===== config.mk =====
export PLATFORM = sky130hd
export DESIGN_NAME = atm_session_ctrl
export DESIGN_NICKNAME = d
export VERILOG_FILES = /design/src/rtl/atm_session_ctrl.sv
export SDC_FILE = /design/constraint.sdc
export NUM_CORES = 1
export LEC_CHECK = 0
export CORE_MARGIN = 2
export CORE_UTILIZATION = 40
export DETAILED_ROUTE_END_ITERATION = 6
export PLACE_DENSITY_LB_ADDON = 0.15
export SLEW_MARGIN = 0
export SYNTH_ARGS = -nofsm -noshare
export SYNTH_HDL_FRONTEND = slang
export SYNTH_SLANG_ARGS = --single-unit

===== constraint.sdc =====
create_clock -name clk_i -period 6.6 [get_ports clk_i]
set_input_delay 1.65 -clock clk_i [delete_from_list [all_inputs] [get_ports clk_i]]
set_output_delay 1.65 -clock clk_i [all_outputs]
set_load 0.05 [all_outputs]

===== src/rtl/atm_session_ctrl.sv =====
// atm_session_ctrl: single-session ATM controller with an NUM_ACC-entry
// account table (account, PIN, balance, valid, lock, fail count), PIN retry
// lockout, idle timeout and a valid/ready command handshake.
//
// Ports
//   clk_i, rst_i          clock, synchronous active-high reset
//   prov_*_i              table provisioning (honoured in IDLE only)
//   card_valid_i/acc_i    card presentation (honoured in IDLE only)
//   pin_valid_i/pin_i     PIN entry (honoured in GET_PIN only)
//   cmd_*_i, cmd_ready_o  command handshake (ready in MENU only)
//   exit_i                session abort
//   rsp_*_o               registered response strobe, status and balance
//   session_active_o      high while a card session is open
module atm_session_ctrl #(
  parameter int unsigned NUM_ACC     = 10,
  parameter int unsigned ACC_W       = 12,
  parameter int unsigned PIN_W       = 4,
  parameter int unsigned BAL_W       = 16,
  parameter int unsigned IDX_W       = 4,
  parameter int unsigned MAX_TRIES   = 3,
  parameter int unsigned IDLE_CYCLES = 1000
) (
  input  logic             clk_i,
  input  logic             rst_i,
  input  logic             prov_en_i,
  input  logic [IDX_W-1:0] prov_idx_i,
  input  logic [ACC_W-1:0] prov_acc_i,
  input  logic [PIN_W-1:0] prov_pin_i,
  input  logic [BAL_W-1:0] prov_bal_i,
  input  logic             card_valid_i,
  input  logic [ACC_W-1:0] card_acc_i,
  input  logic             pin_valid_i,
  input  logic [PIN_W-1:0] pin_i,
  input  logic             cmd_valid_i,
  output logic             cmd_ready_o,
  input  logic [2:0]       cmd_op_i,
  input  logic [BAL_W-1:0] cmd_amount_i,
  input  logic [ACC_W-1:0] cmd_dest_i,
  input  logic             exit_i,
  output logic             rsp_valid_o,
  output logic [2:0]       rsp_status_o,
  output logic [BAL_W-1:0] rsp_balance_o,
  output logic             session_active_o
);

  localparam int unsigned FAIL_W = $clog2(MAX_TRIES + 1);
  localparam int unsigned CNT_W  = (IDLE_CYCLES > 1) ? $clog2(IDLE_CYCLES) : 1;

  localparam logic [2:0] ST_OK        = 3'd0;
  localparam logic [2:0] ST_INSUFF    = 3'd1;
  localparam logic [2:0] ST_OVERFLOW  = 3'd2;
  localparam logic [2:0] ST_NO_DEST   = 3'd3;
  localparam logic [2:0] ST_BAD_OP    = 3'd4;
  localparam logic [2:0] ST_AUTH_FAIL = 3'd5;
  localparam logic [2:0] ST_LOCKED    = 3'd6;
  localparam logic [2:0] ST_TIMEOUT   = 3'd7;

  localparam logic [2:0] OP_BALANCE  = 3'd0;
  localparam logic [2:0] OP_WITHDRAW = 3'd1;
  localparam logic [2:0] OP_DEPOSIT  = 3'd2;
  localparam logic [2:0] OP_TRANSFER = 3'd3;
  localparam logic [2:0] OP_LOGOUT   = 3'd4;

  typedef enum logic [1:0] {
    S_IDLE    = 2'd0,
    S_GET_PIN = 2'd1,
    S_MENU    = 2'd2,
    S_EXEC    = 2'd3
  } state_e;

  // Account table: data fields carry no reset, control bits do.
  logic [ACC_W-1:0]               acc_q [NUM_ACC];
  logic [PIN_W-1:0]               pin_q [NUM_ACC];
  logic [BAL_W-1:0]               bal_q [NUM_ACC];
  logic [NUM_ACC-1:0]             valid_q;
  logic [NUM_ACC-1:0]             lock_q;
  logic [NUM_ACC-1:0][FAIL_W-1:0] fail_q;

  state_e           state_q, state_d;
  logic [IDX_W-1:0] sess_idx_q, sess_idx_d;
  logic [2:0]       op_q, op_d;
  logic [BAL_W-1:0] amt_q, amt_d;
  logic [ACC_W-1:0] dest_q, dest_d;
  logic [CNT_W-1:0] cnt_q, cnt_d;
  logic             rsp_valid_q, rsp_valid_d;
  logic [2:0]       rsp_status_q, rsp_status_d;
  logic [BAL_W-1:0] rsp_balance_q, rsp_balance_d;
  logic             cmd_ready_q;
  logic             sess_act_q;

  // Table update controls from the FSM
  logic             prov_we;
  logic             fail_clr;
  logic             fail_inc;
  logic             lock_set;
  logic             src_we;
  logic [BAL_W-1:0] src_bal_d;
  logic             dst_we;
  logic [BAL_W-1:0] dst_bal_d;

  // Lookup results
  logic             card_hit;
  logic [IDX_W-1:0] card_idx;
  logic             dest_hit;
  logic [IDX_W-1:0] dest_idx;

  // EXEC datapath
  logic [BAL_W-1:0] sess_bal;
  logic [BAL_W-1:0] dst_bal;
  logic [BAL_W:0]   dep_sum;
  logic [BAL_W:0]   xfer_sum;
  logic             short_funds;
  logic             timeout_hit;

  // Table search; scanning downwards lets the lowest matching index win.
  always_comb begin
    card_hit = 1'b0;
    card_idx = '0;
    dest_hit = 1'b0;
    dest_idx = '0;
    for (int i = int'(NUM_ACC) - 1; i >= 0; i--) begin
      if (valid_q[IDX_W'(i)] && (acc_q[IDX_W'(i)] == card_acc_i)) begin
        card_hit = 1'b1;
        card_idx = IDX_W'(i);
      end
      if (valid_q[IDX_W'(i)] && (acc_q[IDX_W'(i)] == dest_q)) begin
        dest_hit = 1'b1;
        dest_idx = IDX_W'(i);
      end
    end
  end

  // Arithmetic for the latched command, carry bit kept for overflow checks
  always_comb begin
    sess_bal    = bal_q[sess_idx_q];
    dst_bal     = bal_q[dest_idx];
    dep_sum     = {1'b0, sess_bal} + {1'b0, amt_q};
    xfer_sum    = {1'b0, dst_bal} + {1'b0, amt_q};
    short_funds = (amt_q > sess_bal);
    timeout_hit = (cnt_q == CNT_W'(IDLE_CYCLES - 1));
  end

  // Next-state, response and table-control logic
  always_comb begin
    state_d       = state_q;
    sess_idx_d    = sess_idx_q;
    op_d          = op_q;
    amt_d         = amt_q;
    dest_d        = dest_q;
    cnt_d         = '0;
    rsp_valid_d   = 1'b0;
    rsp_status_d  = rsp_status_q;
    rsp_balance_d = rsp_balance_q;
    prov_we       = 1'b0;
    fail_clr      = 1'b0;
    fail_inc      = 1'b0;
    lock_set      = 1'b0;
    src_we        = 1'b0;
    src_bal_d     = sess_bal;
    dst_we        = 1'b0;
    dst_bal_d     = dst_bal;

    case (state_q)
      S_IDLE: begin
        if (prov_en_i) begin
          prov_we = (32'(prov_idx_i) < NUM_ACC);
        end else if (card_valid_i) begin
          if (!card_hit) begin
            rsp_valid_d  = 1'b1;
            rsp_status_d = ST_AUTH_FAIL;
          end else if (lock_q[card_idx]) begin
            rsp_valid_d  = 1'b1;
            rsp_status_d = ST_LOCKED;
          end else begin
            sess_idx_d = card_idx;
            state_d    = S_GET_PIN;
          end
        end
      end

      S_GET_PIN: begin
        if (exit_i) begin
          rsp_valid_d  = 1'b1;
          rsp_status_d = ST_OK;
          state_d      = S_IDLE;
        end else if (pin_valid_i) begin
          rsp_valid_d = 1'b1;
          if (pin_i == pin_q[sess_idx_q]) begin
            fail_clr      = 1'b1;
            rsp_status_d  = ST_OK;
            rsp_balance_d = sess_bal;
            state_d       = S_MENU;
          end else if (fail_q[sess_idx_q] == FAIL_W'(MAX_TRIES - 1)) begin
            lock_set     = 1'b1;
            rsp_status_d = ST_LOCKED;
            state_d      = S_IDLE;
          end else begin
            fail_inc     = 1'b1;
            rsp_status_d = ST_AUTH_FAIL;
          end
        end else if (timeout_hit) begin
          rsp_valid_d  = 1'b1;
          rsp_status_d = ST_TIMEOUT;
          state_d      = S_IDLE;
        end else begin
          cnt_d = cnt_q + CNT_W'(1);
        end
      end

      S_MENU: begin
        if (exit_i) begin
          rsp_valid_d  = 1'b1;
          rsp_status_d = ST_OK;
          state_d      = S_IDLE;
        end else if (cmd_valid_i) begin
          op_d    = cmd_op_i;
          amt_d   = cmd_amount_i;
          dest_d  = cmd_dest_i;
          state_d = S_EXEC;
        end else if (timeout_hit) begin
          rsp_valid_d  = 1'b1;
          rsp_status_d = ST_TIMEOUT;
          state_d      = S_IDLE;
        end else begin
          cnt_d = cnt_q + CNT_W'(1);
        end
      end

      S_EXEC: begin
        rsp_valid_d   = 1'b1;
        rsp_status_d  = ST_OK;
        rsp_balance_d = sess_bal;
        state_d       = S_MENU;
        case (op_q)
          OP_BALANCE: ;
          OP_WITHDRAW: begin
            if (short_funds) begin
              rsp_status_d = ST_INSUFF;
            end else begin
              src_we        = 1'b1;
              src_bal_d     = sess_bal - amt_q;
              rsp_balance_d = sess_bal - amt_q;
            end
          end
          OP_DEPOSIT: begin
            if (dep_sum[BAL_W]) begin
              rsp_status_d = ST_OVERFLOW;
            end else begin
              src_we        = 1'b1;
              src_bal_d     = dep_sum[BAL_W-1:0];
              rsp_balance_d = dep_sum[BAL_W-1:0];
            end
          end
          OP_TRANSFER: begin
            if (!dest_hit || (dest_idx == sess_idx_q)) begin
              rsp_status_d = ST_NO_DEST;
            end else if (short_funds) begin
              rsp_status_d = ST_INSUFF;
            end else if (xfer_sum[BAL_W]) begin
              rsp_status_d = ST_OVERFLOW;
            end else begin
              src_we        = 1'b1;
              src_bal_d     = sess_bal - amt_q;
              dst_we        = 1'b1;
              dst_bal_d     = xfer_sum[BAL_W-1:0];
              rsp_balance_d = sess_bal - amt_q;
            end
          end
          OP_LOGOUT: state_d = S_IDLE;
          default:   rsp_status_d = ST_BAD_OP;
        endcase
      end

      default: state_d = S_IDLE;
    endcase

    // No session means no balance to report.
    if (state_d == S_IDLE) begin
      rsp_balance_d = '0;
    end
  end

  // FSM, command latch, timer and response registers
  always_ff @(posedge clk_i) begin
    if (rst_i) begin
      state_q       <= S_IDLE;
      sess_idx_q    <= '0;
      op_q          <= '0;
      amt_q         <= '0;
      dest_q        <= '0;
      cnt_q         <= '0;
      rsp_valid_q   <= 1'b0;
      rsp_status_q  <= ST_OK;
      rsp_balance_q <= '0;
      cmd_ready_q   <= 1'b0;
      sess_act_q    <= 1'b0;
    end else begin
      state_q       <= state_d;
      sess_idx_q    <= sess_idx_d;
      op_q          <= op_d;
      amt_q         <= amt_d;
      dest_q        <= dest_d;
      cnt_q         <= cnt_d;
      rsp_valid_q   <= rsp_valid_d;
      rsp_status_q  <= rsp_status_d;
      rsp_balance_q <= rsp_balance_d;
      cmd_ready_q   <= (state_d == S_MENU);
      sess_act_q    <= (state_d != S_IDLE);
    end
  end

  // Table control bits
  always_ff @(posedge clk_i) begin
    if (rst_i) begin
      valid_q <= '0;
      lock_q  <= '0;
      fail_q  <= '0;
    end else begin
      if (prov_we) begin
        valid_q[prov_idx_i] <= 1'b1;
        lock_q[prov_idx_i]  <= 1'b0;
        fail_q[prov_idx_i]  <= '0;
      end
      if (fail_clr) begin
        fail_q[sess_idx_q] <= '0;
      end
      if (fail_inc) begin
        fail_q[sess_idx_q] <= fail_q[sess_idx_q] + FAIL_W'(1);
      end
      if (lock_set) begin
        lock_q[sess_idx_q] <= 1'b1;
      end
    end
  end

  // Table data; a transfer updates both balances in the same edge.
  always_ff @(posedge clk_i) begin
    if (prov_we) begin
      acc_q[prov_idx_i] <= prov_acc_i;
      pin_q[prov_idx_i] <= prov_pin_i;
      bal_q[prov_idx_i] <= prov_bal_i;
    end
    if (src_we) begin
      bal_q[sess_idx_q] <= src_bal_d;
    end
    if (dst_we) begin
      bal_q[dest_idx] <= dst_bal_d;
    end
  end

  assign cmd_ready_o      = cmd_ready_q;
  assign rsp_valid_o      = rsp_valid_q;
  assign rsp_status_o     = rsp_status_q;
  assign rsp_balance_o    = rsp_balance_q;
  assign session_active_o = sess_act_q;

endmodule

==> results of run 1 <==
per-layer routing:
| layer | GRT usage | part of all wire | vias to the layer above |
|---|---|---|---|
| met4 | 0.0944 | 0.038 | 2 |
| met2 | 0.467 | 0.50 | 531 |
| met1 | 0.314 | 0.41 | 8331 |
| met3 | 0.0435 | 0.050 | 153 |
| li1 | - | - | 7870 |
| met5 | 0 | 0.00016 | - |
stage by stage:
step           setup slack [ns]  utilization  total power, mW  cell area [µm²]  hold slack, ns
5_1_grt                 0.00191        0.478             5.21            25700           0.485
4_1_cts                  0.0957        0.477             5.10            25600           0.456
3_5_place_dp              0.133        0.452             2.75            24200           0.448
2_1_floorplan            0.0404            -             2.61            21700           0.426
6_report                  0.279        0.478             5.06            25700           0.454
3_3_place_gp              0.230        0.452             2.75            24200           0.438
Yosys cell counts, drive strengths merged, types with 41 or more instances:
library cell	n	area (µm²)
dfxtp	103	2060
nand2	171	649
a21oi	119	599
ha	55	688
xnor2	190	1660
mux2i	138	1380
clkbuf	73	274
mux4	41	923
inv	64	240
mux2	56	646
nor2	137	514
edfxtp	256	7690
buf	48	284
o21ai	117	589
tightest hold or removal path, delay by kind of cell, from the launching register on:
kind               cells  cell delay [ns]
DFF                    1             0.30
and+or+nand+nor        1             0.05
AOI/OAI and AO/OA      1             0.05
kinds of logic after synthesis:
logic type	Yosys count	share of synthesized area
flops	359	0.450
buf+inv	185	0.0369
fa+ha+maj	58	0.0346
compound gates	424	0.124
xor+xnor	224	0.0906
simple gates	560	0.127
mux	235	0.136
cell usage in the layout (no fill, tap or decap), types with 7 or more instances in the layout:
cell             instances
ha_1                    55
nand4_1                 38
buf_12                  15
a21o_1                  14
o21bai_1                11
a22oi_1                 25
o21a_1                  13
a221oi_1                 8
a2111oi_0                8
inv_1                   64
dfxtp_1                101
nor2_1                 132
nor3_1                  34
or4_1                    7
o211ai_1                37
nand2b_1                22
xor2_1                  34
and2_1                  17
nor2b_1                 22
mux2i_1                138
or2_2                    7
a211oi_1                11
clkdlybuf4s50_1        110
o21ai_0                106
and3_1                   8
o21ai_1                  8
edfxtp_1               256
mux2_2                  52
nand2_1                170
a21oi_1                118
clkbuf_16               46
nand3_1                 39
nor4_2                   9
nor4_1                  23
buf_4                  109
clkbuf_1                13
xnor2_1                190
mux4_2                  41
report_power, final:
| part | total [mW] | internal (mW) | switching (mW) |
|---|---|---|---|
| sequential | 2.45 | 2.43 | 0.0123 |
| combinational | 0.256 | 0.116 | 0.139 |
| clock | 2.36 | 1.40 | 0.964 |
sequential cells by signal (all words and copies together) (netlist names), named ones only:
| register | flops |
|---|---|
| state_q | 2 |
| rsp_valid_o | 1 |
| cmd_ready_o | 1 |
| valid_q | 8 |
| op_q | 3 |
| rsp_balance_o | 16 |
| lock_q | 8 |
| pin_q | 32 |
| amt_q | 16 |
| acc_q | 96 |
| bal_q | 128 |
| sess_idx_q | 3 |
| fail_q | 16 |
| rsp_status_o | 3 |
| session_active_o | 1 |
| cnt_q | 10 |
| dest_q | 12 |
repair_timing:
item	4_1_cts	5_1_grt
hold endpoints to repair	0	0
gates resized for setup	0	9
endpoints found under the setup margin	0	258
buffers inserted	0	2
area by class of cell:
| type | count | area [µm²] |
|---|---|---|
| Tap cell | 696 | 871 |
| Clock buffer | 60 | 1210 |
| Sequential cell | 359 | 9750 |
| Inverter | 64 | 240 |
| Fill cell | 4916 | 28000 |
| Multi-Input combinational cell | 1501 | 11200 |
| Clock inverter | 16 | 163 |
| Timing Repair Buffer | 235 | 2220 |
path summary, 6_finish.rpt:
path / start / to / cells after the start
max: dest_q[2]$_SDFFE_PP0P_ / bal_q[0][12]$_DFFE_PP_ / 22
min: rsp_balance_o[11]$_SDFFE_PP0P_ / rsp_balance_o[11]$_SDFFE_PP0P_ / 2
max reg2reg: dest_q[2]$_SDFFE_PP0P_ / bal_q[0][12]$_DFFE_PP_ / 22
min reg2reg: rsp_balance_o[11]$_SDFFE_PP0P_ / rsp_balance_o[11]$_SDFFE_PP0P_ / 2
==> run summary, run 1 <==
Antenna violations before repair: 1
Number of hold-slack violations in the final timing report: 0
Proportion of register bits with asynchronous set or reset after synthesis: 0
Width of the chip: 237 µm
Share of the cycle needed by the critical path after routing: 0.958
Core Rows: 85
EDFF count, synth: 256
Clock tree from TritonCTS: yes
First-pass iteration count of the detailed router: 5
Largest voltage drop on the vdd net: 196 µV
Aggregate routed wire length: 73.7 mm
Vertical extent of the die: 237 µm
DR vias: 16.9k
Wire length of the first global-routing pass: 109 mm
Kind of end point of the critical path: register
Total routing resource utilization after global routing: 0.261
Startpoint-to-endpoint class of the critical path: register to register
Worst slew margin relative to its limit: 0.311
Clock sink total: 359
Required time of the critical path: 6.88 ns
Count of distinct cell types in the synthesized netlist: 84
Number of max-cap violations: 0
Status: finished, final reports clean
Portion of the post-synthesis area used by sequential elements: 0.450
Max incr delay on CP: 0.62 ns
Number of placed instances, taps included: 2,853
Vias per Instance: 5.76
Final-report setup violation count: 0
CTS hold repair buffers: 0
Number of inserted diodes: 0
Post-Syn Area per Cell: 10.6 µm²
Clock transition time at the flip-flop clock pins of the worst setup and hold paths: 0.06 ns
Slack of the worst reg-to-reg path: 0.28 ns
Setup clock skew after layout: 0.0352 ns
Maximum clock path buffer count: 3
Final period demand of the worst path: 6.32 ns
Arrival time of the worst setup path: 6.60 ns
Final nets: 2,352
Kind of cell with the highest combined delay on the critical path: compound AO/OA/AOI/OAI gates
Clock insertion delay at the later pin of the skew report: 0.59 ns
Remaining global-route overflow: 0
Critical-path top delay cell: or4_4
Number of DRC violations after detailed routing: 0
Share of final-layout standard cells stronger than drive strength 1: 0.144
Worst path bufs/invs: 3
Routability congestion estimate from global placement: 0.929
IO Port Bufs: 111
CTS root buf: clkbuf_16
Netlist Area Pre-Place: 0.0217 mm²
Final Slew Violations: 0
Number of buffers created by CTS: 43
Setup crit start kind: register
Die Outline Area: 0.0560 mm²
Unrepaired setup endpoints after global routing: false
Critical path fanouts, max: 26
Area of the core: 0.0537 mm²
Largest net degree at the start of global routing: 78
Synth Warn #: 0
Initial drt markers: 1,359
DP HPWL: 54.3 mm
Initial Util: 0.403
Power density over the cells: 197 mW/mm²
Cells along the critical path: xnor2_1, nand4_1, or4_4, a21oi_1, o32a_4, mux2_2, o211ai_1, o21ai_0, ha_1, fa_1, a21o_1, a211oi_2, o21a_1, o211ai_1, a41oi_2, nand4_1, a21oi_2, buf_12, o31ai_4, buf_12, o211ai_1, buf_12
Synth Flop Type: edfxtp_1
Post-route insts no fill: 2,931
ANT nets after route: 0
Net count of the mapped netlist: 2,193
Number of synthesized register bits: 359
Number of global-route vias before repair: 17.2k
Routed wire per std cell: 25.2 µm
Worst Tran Pin Value: 1.03 ns
Number of levels the H-tree was split into: 2
Leak: 8.79 nW
Number of primary I/O pins: 112
Summed negative setup slack over all endpoints: 0 ns
Kind of path behind the tightest hold check: register to register
Gate count of the mapped netlist: 2,045
Fmax: 0.158 GHz
Growth of design area from synthesis to finish: 18.6%
No activity file was read; power rests on OpenSTA's default activity.
==> run 2, diff against run 1 <==
CAP_MARGIN = 20   (was not set)
GPL_TIMING_DRIVEN = 0   (was not set)
HOLD_SLACK_MARGIN = 0.08   (was not set)
==> run 2 against run 1 <==
Net effect:
- fmax down 2.4%
- sequential power barely moved
- core utilization grew 1.3 points
- count of clock-buffer cells in the layout down 3
- wire length is 4.4% higher
- non-clock buffer count rose by 79
- design area grew 2.8%
- via count rose by 3.9%
- combinational power grew 3%
- setup slack got worse by 0.15 ns
- first-iteration DRC count is 5.4% higher
- critical path type unchanged
- largest cell class unchanged
==> run summary, run 2 (synthesis results as in run 1) <==
Wl on met1: 31.5 mm
First-pass iteration count of the detailed router: 5
Number of DRC violations after detailed routing: 0
Vias per Instance: 5.83
Setup clock skew after layout: 0.0296 ns
Startpoint-to-endpoint class of the critical path: register to register
Die Outline Area: 0.0560 mm²
Initial drt markers: 1,433
Clock transition time at the flip-flop clock pins of the worst setup and hold paths: 0.06 ns
DP HPWL: 55.0 mm
Number of max-cap violations: 0
Setup crit start kind: register
Status: finished, final reports clean
Core Rows: 85
Most common library cell in the layout ignoring fill and taps: edfxtp_1
Final period demand of the worst path: 6.48 ns
Final nets: 2,430
Share of final-layout standard cells stronger than drive strength 1: 0.168
Leak: 9.15 nW
Width of the chip: 237 µm
Number of levels the H-tree was split into: 2
ANT nets after route: 0
Min-Delay Startpoint: rsp_balance_o[2]$_SDFFE_PP0P_
Remaining global-route overflow: 0
Largest reg by FF count: bal_q
Final Slew Violations: 0
Overall Power: 5.01 mW
Kind of end point of the critical path: register
Arrival time of the worst setup path: 6.76 ns
Wire length of the first global-routing pass: 112 mm
Power density over the cells: 190 mW/mm²
Reg2reg start: dest_q[11]$_SDFFE_PP0P_
Largest net degree at the start of global routing: 21
Kind of path behind the tightest hold check: register to register
Required time of the critical path: 6.89 ns
Clock sink total: 359
Clock tree from TritonCTS: yes
Slack of the worst reg-to-reg path: 0.12 ns
FILL cells: 4,876
Worst slew margin relative to its limit: 0.288
Placement-stage cell area: 0.0237 mm²
Antenna violations before repair: 1
Routed met3 length: 4.23 mm
Number of inserted diodes: 0
Share of the cycle needed by the critical path after routing: 0.981
Largest registers: bal_q x128, acc_q x96, pin_q x32
DR vias: 17.6k
Critical path fanouts, max: 8
Largest register FFs: 128
Number of hold-slack violations in the final timing report: 0
Highest layer used for signal routing: met4
Maximum clock path buffer count: 3
Initial Util: 0.403
Final-report setup violation count: 0
Leading cell types in the layout, fill and taps excluded: edfxtp_1, xnor2_1, nand2_1, nor2_1, mux2i_1
IO Port Bufs: 98
Met2 wire length: 37.3 mm
Growth of design area from synthesis to finish: 21.9%
Worst hold margin: 0.460 ns
Reg2Reg Depth: 27
Largest voltage drop on the vdd net: 180 µV
Summed negative setup slack over all endpoints: 0 ns
Fmax: 0.154 GHz
Vertical extent of the die: 237 µm
Number of primary I/O pins: 112
Post-route standard cell area excluding fillers: 0.0264 mm²
Area of the core: 0.0537 mm²
Routed wire per std cell: 25.5 µm
Aggregate routed wire length: 77.0 mm
Total routing resource utilization after global routing: 0.270
Capturing point of the worst reg2reg path: bal_q[7][7]$_DFFE_PP_
Number of global-route vias before repair: 17.2k
Clock insertion delay at the later pin of the skew report: 0.60 ns
Hold worst-path end: rsp_balance_o[2]$_SDFFE_PP0P_
CTS root buf: clkbuf_16
Routability congestion estimate from global placement: 0.912
Hold path cells: 2
Worst Tran Pin Value: 1.07 ns
Number of buffers created by CTS: 42
-- run 2: changes by cell type in the layout (fill, tap and decap cells not counted), moves of 9 or more --
cell             change
buf_2               +20
clkbuf_2             +9
buf_4               -23
clkbuf_1            +48
buf_6               +14
buf_8               +10
clkdlybuf4s50_1     -12
-- run 2: what timing repair did --
item / CTS / global route
buffers inserted: 39 / 36
pin swaps: 19 / 12
setup endpoints to repair: 273 / 266
resized for setup: 110 / 59
hold buffers: 0 / 0
-- run 2: power breakdown --
part | switching [mW] | internal, mW | leakage, nW
sequential | 0.0113 | 2.43 | 3.14
clock | 0.991 | 1.31 | 0.659
combinational | 0.143 | 0.119 | 5.35
total | 1.15 | 3.86 | 9.15
-- run 2: layout make-up --
type	count	area [µm²]	area share
Timing Repair Buffer	194	1910	0.0723
Clock inverter	21	148	0.00559
Multi-Input combinational cell	1501	11500	0.437
Inverter	64	240	0.00910
Tap cell	696	871	0.0330
Buffer	120	742	0.0281
Sequential cell	359	9750	0.369
Clock buffer	57	1190	0.0452
-- run 2: critical path, cell delays in order, from the launching register on --
cell	delay, ns
dfxtp_1	0.36
buf_12	0.15
buf_6	0.18
xnor2_1	0.09
nand4_1	0.18
nor4_4	0.09
or4_1	0.50
clkbuf_1	0.19
nor2_4	0.28
mux2_2	0.37
o21ai_0	0.19
o21ai_1	0.10
ha_2	0.21
fa_2	0.39
a21o_1	0.23
a211oi_4	0.29
o21a_1	0.18
o211ai_1	0.10
buf_4	0.17
a41o_1	0.26
nor2_1	0.10
and4b_2	0.33
nand2_4	0.11
or4_1	0.41
buf_4	0.19
o211ai_1	0.13
buf_4	0.19
buf_4	0.17
-- run 2: worst max path at each step --
stage,start,endpoint,cells after the start
finish,dest_q[11]$_SDFFE_PP0P_,bal_q[7][7]$_DFFE_PP_,27
global route,dest_q[2]$_SDFFE_PP0P_,bal_q[2][14]$_DFFE_PP_,29
CTS,dest_q[5]$_SDFFE_PP0P_,bal_q[7][11]$_DFFE_PP_,25
detailed placement,dest_q[11]$_SDFFE_PP0P_,bal_q[4][6]$_DFFE_PP_,25
global placement,dest_q[11]$_SDFFE_PP0P_,bal_q[5][6]$_DFFE_PP_,23
floorplan,dest_q[7]$_SDFFE_PP0P_,bal_q[0][0]$_DFFE_PP_,24
-- run 2: routing by layer --
metal	track usage	vias to the layer above
li1	-	8030
met3	0.0364	197
met5	0	-
met4	0.116	0
met2	0.467	641
met1	0.338	8682
-- run 2: per-stage QoR --
step / worst slack, ns / util / cells
2_1_floorplan: 0.0404 / - / 2045
6_report: 0.125 / 0.491 / 3012
3_3_place_gp: -3.61 / 0.438 / 2839
4_1_cts: 0.0191 / 0.482 / 2976
5_1_grt: -0.0447 / 0.491 / 3012
3_5_place_dp: -2.74 / 0.442 / 2860
